[config.mk]
export PLATFORM = sky130hd
export DESIGN_NAME = trace_monitor_flat
export DESIGN_NICKNAME = d
export VERILOG_FILES = /design/src/rtl/trace_monitor_pkg.sv /design/src/rtl/trace_monitor_if.sv /design/src/rtl/trace_monitor_fifo.sv /design/src/rtl/trace_monitor.sv /design/src/flat_wrapper.sv
export SDC_FILE = /design/constraint.sdc
export NUM_CORES = 1
export LEC_CHECK = 0
export CELL_PAD_IN_SITES_DETAIL_PLACEMENT = 1
export CELL_PAD_IN_SITES_GLOBAL_PLACEMENT = 2
export CORE_UTILIZATION = 44
export DETAILED_ROUTE_END_ITERATION = 6
export MAX_ROUTING_LAYER = met4
export PLACE_DENSITY_LB_ADDON = 0.1
export SYNTH_ARGS = -nofsm -noshare
export SYNTH_HDL_FRONTEND = slang
export SYNTH_SLANG_ARGS = --single-unit
[constraint.sdc]
create_clock -name CLK -period 10.9 [get_ports CLK]
set_input_delay 1.09 -clock CLK [delete_from_list [all_inputs] [get_ports CLK]]
set_output_delay 1.09 -clock CLK [all_outputs]
set_load 0.005 [all_outputs]
[src/rtl/trace_monitor_pkg.sv]
// trace_monitor_pkg: shared widths and field types for the trace monitor.
// The full record struct is built in the module since its data field depends on WIDTH.
package trace_monitor_pkg;
  localparam int TS_W = 32;
  localparam int DROP_W = 16;
  localparam int CHAN_IDX_W = 4;
  typedef logic [TS_W-1:0] ts_t;
  typedef logic [CHAN_IDX_W-1:0] chan_t;
endpackage

[src/rtl/trace_monitor_if.sv]
// trace_monitor_if: valid/ready record stream from the monitor (master) to its consumer (slave).
interface trace_monitor_if
  import trace_monitor_pkg::*;
#(
  parameter int WIDTH = 8
) ();
  logic out_valid;
  logic out_ready;
  chan_t out_chan;
  logic [WIDTH-1:0] out_data;
  ts_t out_time;
  modport master(output out_valid, out_chan, out_data, out_time, input out_ready);
  modport slave(input out_valid, out_chan, out_data, out_time, output out_ready);
endinterface

[src/rtl/trace_monitor_fifo.sv]
// trace_monitor_fifo: DEPTH-entry record queue; accepts a push while full if a pop happens on the same edge.
module trace_monitor_fifo #(
  parameter int DEPTH = 8,
  parameter int W = 8
) (
  input  logic         clk,
  input  logic         rst_n,
  input  logic         push_i,
  input  logic [W-1:0] data_i,
  input  logic         pop_i,
  output logic         full_o,
  output logic         empty_o,
  output logic [W-1:0] data_o
);
  localparam int AW = $clog2(DEPTH);
  logic [W-1:0] mem_q [DEPTH];
  logic [AW:0] wr_q, rd_q, wr_d, rd_d;
  logic wr_en, rd_en;
  // Extra pointer bit tells full from empty when the indices match.
  assign empty_o = wr_q == rd_q;
  assign full_o = (wr_q[AW] != rd_q[AW]) && (wr_q[AW-1:0] == rd_q[AW-1:0]);
  assign rd_en = pop_i && !empty_o;
  assign wr_en = push_i && (!full_o || rd_en);
  assign wr_d = wr_q + {{AW{1'b0}}, wr_en};
  assign rd_d = rd_q + {{AW{1'b0}}, rd_en};
  assign data_o = mem_q[rd_q[AW-1:0]];
  always_ff @(posedge clk or negedge rst_n)
    if (!rst_n) begin
      wr_q <= '0;
      rd_q <= '0;
      for (int i = 0; i < DEPTH; i++) mem_q[i] <= '0;
    end else begin
      wr_q <= wr_d;
      rd_q <= rd_d;
      if (wr_en) mem_q[wr_q[AW-1:0]] <= data_i;
    end
endmodule

[src/rtl/trace_monitor.sv]
// trace_monitor: detects per-channel value changes, timestamps them and queues one record per edge.
// Optional TRACE_MONITOR_DISPLAY_EN prints each popped record in simulation.
module trace_monitor
  import trace_monitor_pkg::*;
#(
  parameter int WIDTH = 8,
  parameter int CHANNELS = 4,
  parameter int DEPTH = 8,
  parameter int FORMAT_HEX = 0
) (
  input  logic                      CLK,
  input  logic                      ASYNCRESETN,
  input  logic [CHANNELS*WIDTH-1:0] I,
  input  logic                      en,
  trace_monitor_if.master           out,
  output logic [DROP_W-1:0]         drop_count
);
  typedef struct packed {
    logic [WIDTH-1:0] data;
    ts_t ts;
  } hold_t;
  typedef struct packed {
    chan_t chan;
    logic [WIDTH-1:0] data;
    ts_t ts;
  } rec_t;
  ts_t ts_q, ts_d;
  logic [DROP_W-1:0] drop_q, drop_d;
  logic [DROP_W:0] drop_sum;
  logic [4:0] ndrop;
  logic [CHANNELS-1:0] pend_w, drop_w;
  hold_t hold_w [CHANNELS];
  hold_t sel_hold;
  chan_t sel;
  logic any_pend, push, pop, full, empty;
  rec_t push_rec, head;
  assign ts_d = ts_q + TS_W'(1);
  for (genvar c = 0; c < CHANNELS; c++) begin : g_ch
    logic [WIDTH-1:0] cur, shadow_q;
    hold_t hold_q;
    logic pend_q, pend_d, chg, clr;
    assign cur = I[c*WIDTH +: WIDTH];
    assign chg = en && (cur != shadow_q);
    assign clr = push && (sel == CHAN_IDX_W'(c));
    // A change landing on the edge that drains this channel re-arms it without counting a drop.
    assign pend_d = chg | (pend_q & ~clr);
    always_ff @(posedge CLK or negedge ASYNCRESETN)
      if (!ASYNCRESETN) begin
        shadow_q <= '0;
        hold_q <= '0;
        pend_q <= 1'b0;
      end else begin
        pend_q <= pend_d;
        if (chg) begin
          shadow_q <= cur;
          hold_q <= '{data: cur, ts: ts_d};
        end
      end
    assign pend_w[c] = pend_q;
    assign hold_w[c] = hold_q;
    assign drop_w[c] = chg & pend_q & ~clr;
  end
  always_comb begin
    sel = '0;
    sel_hold = '0;
    for (int c = CHANNELS - 1; c >= 0; c--)
      if (pend_w[c]) begin
        sel = CHAN_IDX_W'(c);
        sel_hold = hold_w[c];
      end
  end
  always_comb begin
    ndrop = '0;
    for (int c = 0; c < CHANNELS; c++) ndrop = ndrop + 5'(drop_w[c]);
  end
  assign drop_sum = {1'b0, drop_q} + (DROP_W + 1)'(ndrop);
  assign drop_d = drop_sum[DROP_W] ? '1 : drop_sum[DROP_W-1:0];
  assign any_pend = |pend_w;
  assign pop = !empty && out.out_ready;
  assign push = any_pend && (!full || pop);
  assign push_rec = '{chan: sel, data: sel_hold.data, ts: sel_hold.ts};
  always_ff @(posedge CLK or negedge ASYNCRESETN)
    if (!ASYNCRESETN) begin
      ts_q <= '0;
      drop_q <= '0;
    end else begin
      ts_q <= ts_d;
      drop_q <= drop_d;
    end
  trace_monitor_fifo #(.DEPTH(DEPTH), .W($bits(rec_t))) u_fifo (
    .clk    (CLK),
    .rst_n  (ASYNCRESETN),
    .push_i (push),
    .data_i (push_rec),
    .pop_i  (pop),
    .full_o (full),
    .empty_o(empty),
    .data_o (head)
  );
  assign out.out_valid = !empty;
  assign out.out_chan = head.chan;
  assign out.out_data = head.data;
  assign out.out_time = head.ts;
  assign drop_count = drop_q;
`ifdef TRACE_MONITOR_DISPLAY_EN
  always @(posedge CLK)
    if (ASYNCRESETN && pop) begin
      if (FORMAT_HEX != 0) $display("%0t ch%0d %0h", $time, head.chan, head.data);
      else $display("%0t ch%0d %0d", $time, head.chan, head.data);
    end
`else
  logic unused_fmt;
  assign unused_fmt = FORMAT_HEX != 0;
`endif
endmodule

[src/flat_wrapper.sv]
// flat-port wrapper written by rule: the top's interface ports become plain ports
module trace_monitor_flat import trace_monitor_pkg::*;
#(
  parameter int WIDTH = 8,
  parameter int CHANNELS = 4,
  parameter int DEPTH = 8,
  parameter int FORMAT_HEX = 0
)
  (CLK, ASYNCRESETN, I, en, drop_count, out_out_valid, out_out_chan, out_out_data, out_out_time, out_out_ready);
  trace_monitor_if #(.WIDTH(WIDTH)) out_i ();
  input  logic CLK;
  input  logic ASYNCRESETN;
  input  logic [CHANNELS*WIDTH-1:0] I;
  input  logic en;
  output logic [DROP_W-1:0] drop_count;
  output wire logic [$bits(out_i.out_valid)-1:0] out_out_valid;
  output wire logic [$bits(out_i.out_chan)-1:0] out_out_chan;
  output wire logic [$bits(out_i.out_data)-1:0] out_out_data;
  output wire logic [$bits(out_i.out_time)-1:0] out_out_time;
  input wire logic [$bits(out_i.out_ready)-1:0] out_out_ready;
  assign out_out_valid = out_i.out_valid;
  assign out_out_chan = out_i.out_chan;
  assign out_out_data = out_i.out_data;
  assign out_out_time = out_i.out_time;
  assign out_i.out_ready = out_out_ready;
  trace_monitor #(.WIDTH(WIDTH), .CHANNELS(CHANNELS), .DEPTH(DEPTH), .FORMAT_HEX(FORMAT_HEX)) u_core (.CLK(CLK), .ASYNCRESETN(ASYNCRESETN), .I(I), .en(en), .out(out_i), .drop_count(drop_count));
endmodule
==> results.yml <==
timing:
  hold_ws_ps: 456
  setup_ws_ps: 5570
  hold_violations: 0
  fmax_mhz: 187
  max_slew_margin_pct: 25.3
  finalSetupViolations: 0
  post-route-period-util_pct: 48.9
  fin_crit_ps: 5330
  slew_viol_final: 0
  worst_slew_pin_slew_ps: 1120
  rsz0062_at_grt: "no"
  finalSetupTns_ps: 0
  fin_skew_ps: 10.9
power_and_ir_drop:
  p_leak_uw: 0.0118
  combPwrFrac_pct: 37.8
  pwr-share-seq_pct: 38.0
  switching_share_pct: 34.2
  p_int_uw: 5570
  p_per_area_nw_per_um2: 302
  p_clk_share_pct: 24.2
  power_uw: 8470
  switchingPower_uw: 2890
  vdd_ir_drop_max_mv: 0.169
placed_design:
  portBuffers: 94
  post-place-ws_ps: 5130
  gp_congestion: 0.762
  dpl.hpwl_um: 39000
finish:
  drive_above_1_share_pct: 14.0
  final_core_util_pct: 50.9
  syn2layout_area_growth_pct: 14.5
  final_nets: 2327
  n_antenna_cell: 0
cts:
  cts_setup_buffers: 0
  numCtsBuffers: 61
  cts_root_buf: "clkbuf_16"
  clock_latency_ps: 620
  cts_hold_buffers: 0
  htreeDepth: 2
  clk_path_buf_depth: 3
  cts.repair.resized: 0
  clk_pin_slew_ps: 60
  cts_tree: "built"
  clkSinkCount: 556
run:
  drv_cap: 0
global_routing:
  grt_overflow: 0
  grt_max_degree: 87
  antenna_found_initial: 0
  track_usage_pct: 24.2
  grt_pass1_wl_um: 104000
  first_global_vias: 18200
logic_synthesis:
  synth-compound-area-share_pct: 12.1
  synth_top_area_share_pct: 56.8
  yosysSeqAreaShare_pct: 56.8
  synthArstFlopShare_pct: 100
  synth_simple_gate_area_share_pct: 11.6
  syn_avg_cell_area_sq_um: 10.9
  yosys_warnings: 0
  synthesis.instances: 2248
  yosys-top-cells-area: "dfrtp_1 (57%), mux4_2 (7.7%), a21oi_1 (7.4%), nor2_1 (5.2%), mux2_2 (3.6%)"
  synth_xor_area_share_pct: 2.81
  synth_top_family_by_area: "compound AO/OA/AOI/OAI gates"
  synth_edf_count: 0
  synth_area_sq_um: 24500
  ys.flop_type: "dfrtp_1"
  yosysTopAreaCell: "dfrtp_1"
  synth_seq_cells: 556
  synthAdderAreaFrac_pct: 0.674
  synth_cell_type_count: 51
  synth.mux.area_fraction_pct: 12.0
setup_path:
  worst_ep_arrival_time_ps: 4240
  crit_buf_inv: 3
  crit_path_frequent_cell: "buf_4"
  required_ps: 9810
  critPathTopFamily: "buffers and inverters"
  crit_path_cell_trace: "buf_4 -> buf_4 -> mux4_2 -> o21ai_0 -> clkdlybuf4s50_1"
  rr_worst_depth: 15
  cp-start-kind: "flop"
  critPathCapture: "out_out_chan[1]"
  worst-path-max-fanout: 35
  cp-startpoint: "u_core.u_fifo.rd_q[0]$_DFF_PN0_"
  critPathCaptureType: "primary output"
  r2r_start: "u_core.u_fifo.rd_q[1]$_DFF_PN0_"
  r2r_end: "u_core.drop_count[13]$_DFF_PN0_"
  crit_cells: 5
  r2r_slack_ps: 5680
  worst_path_max_delay_cell: "buf_4"
  max_stage_delay_ps: 740
  critical_path_class: "flop to primary output"
outcome:
  status: "finished clean"
floorplanning:
  io_pins: 97
  die_width_um: 238
  rows: 86
  initial_core_util_pct: 44.5
  dieArea_sq_um: 56600
  coreArea_sq_um: 55100
  dieHeight_um: 238
route:
  wl_per_cell_um: 20.8
  routed_wl_um: 64100
  ant_nets: 0
  first_pass_iters: 5
  route.met2.wl_um: 31300
  vias_per_cell: 5.47
  drt_iter0_drc: 919
  wl_met3_um: 1930
  route.detailed.drc: 0
  met1Wirelength_um: 29800
  vias: 16800
  top_layer: "met4"
hold_path:
  hold_path_class: "input pin to async pin"
## sequential cells by signal, summed over array words and instances (netlist names)
| signal | count |
|---|---|
| u_core.drop_count | 16 |
| u_core.g_ch.hold_q | 136 |
| u_core.g_ch.pend_q | 4 |
| u_core.g_ch.shadow_q | 24 |
| u_core.ts_q | 32 |
| u_core.u_fifo.mem_q | 336 |
| u_core.u_fifo.rd_q | 4 |
| u_core.u_fifo.wr_q | 4 |
## cells in the final DEF (no fill, tap or decap), types with 3 or more instances in the layout
cell             synthesis  routed
xnor2_1                 45      45
ha_1                    10      10
clkbuf_16                0      63
nand2_1                155     155
inv_1                   55      55
and2_1                   5       5
nor2_1                 337     336
clkbuf_1                61      17
buf_4                   12      37
nor4_1                   3       3
mux2_2                  78      78
nor3_1                  42      42
mux4_2                  84      84
dfrtp_1                556     550
a211oi_4                 0       8
nand3b_1                 3       3
clkdlybuf4s50_1          0      93
nand2b_1                 3       3
mux2i_1                 17      17
xor2_1                  30      30
a21oi_1                361     361
o21ai_1                 11       9
and3_1                   4       4
clkinv_2                 0      15
dfrtp_2                  0       4
clkbuf_8                 0      16
nor2b_1                 43      42
nand3_1                 22      22
a221oi_1                39      39
o21ai_4                  0       4
o21ai_0                123     123
nand4_1                 22      22
## cell families (layout without fill, tap and decap cells)
| logic type | Yosys count | in the layout |
|---|---|---|
| XOR/XNOR | 77 | 77 |
| AO/OA/AOI/OAI | 553 | 553 |
| adder cells (fa/ha/maj) | 12 | 12 |
| flip-flops | 556 | 556 |
| buffers and inverters | 219 | 300 |
| multiplexers | 179 | 179 |
| other | 1 | 2 |
| AND/OR/NAND/NOR | 651 | 651 |
## cell usage after synthesis, types with 8 or more instances
| library cell | number |
|---|---|
| buf_4 | 12 |
| nor2_1 | 337 |
| nand4_1 | 22 |
| a21oi_1 | 361 |
| nand2_1 | 155 |
| mux2i_1 | 17 |
| clkbuf_1 | 61 |
| a221oi_1 | 39 |
| nor2b_1 | 43 |
| nand3_1 | 22 |
| dfrtp_1 | 556 |
| buf_2 | 89 |
| ha_1 | 10 |
| a211oi_1 | 8 |
| xnor2_1 | 45 |
| xor2_1 | 30 |
| mux2_2 | 78 |
| o21ai_1 | 11 |
| inv_1 | 55 |
| mux4_2 | 84 |
| nor3_1 | 42 |
| o21ai_0 | 123 |
## per-stage QoR
| stage | cells | cell area, sq um |
|---|---|---|
| after floorplan | 2249 | 24500 |
| after global placement | 2964 | 26000 |
| after detailed placement | 2964 | 26000 |
| after CTS | 3078 | 28100 |
| after global routing | 3078 | 28100 |
| final | 3078 | 28100 |
## power groups by stage
stage	clock network [uW]	registers, uW	logic (uW)
final	2050	3220	3200
after global routing	2180	3310	3530
after CTS	2100	3220	3250
after detailed placement	0	3250	3240
after global placement	0	3210	3130
after floorplan	0	3050	2210
## area by class of cell
type	instances	area (sq um)
Tap cell	748	936
Multi-Input combinational cell	1474	9760
Clock inverter	18	144
Timing Repair Buffer	131	1220
Sequential cell	556	13900
Inverter	55	206
Clock buffer	96	1860
Fill cell	5872	27000
## metal layers
layer | global-route usage [%] | up-vias
li1 | - | 7839
met1 | 32.5 | 8712
met2 | 39.1 | 206
met3 | 3.49 | 92
met4 | 5.34 | 0
met5 | - | -
## worst reg2reg max path, cell delays in order (launching register included)
cell      delay (ps)
dfrtp_4          830
xor2_1           220
nor3_4           690
and2_1           430
o21ai_0          160
nor2_1           140
ha_1             250
fa_1             390
ha_1             310
inv_1             60
fa_1             400
nor2b_1          200
o21bai_1         190
or4_4            660
nand3_1          120
o21a_1           110
## worst min-delay path by stage
stage,start,to,slack (ps)
6_report,ASYNCRESETN,u_core.u_fifo.mem_q[146]$_DFFE_PN0P_,460
5_1_grt,ASYNCRESETN,u_core.u_fifo.mem_q[146]$_DFFE_PN0P_,500
2_1_floorplan,u_core.g_ch[3].hold_q[31]$_DFFE_PN0N_,u_core.g_ch[3].hold_q[31]$_DFFE_PN0N_,440
3_3_place_gp,u_core.g_ch[3].hold_q[31]$_DFFE_PN0N_,u_core.g_ch[3].hold_q[31]$_DFFE_PN0N_,460
3_5_place_dp,u_core.g_ch[0].hold_q[6]$_DFFE_PN0N_,u_core.g_ch[0].hold_q[6]$_DFFE_PN0N_,470
4_1_cts,ASYNCRESETN,u_core.u_fifo.mem_q[146]$_DFFE_PN0P_,460
Power figures use the tool's default switching activity.
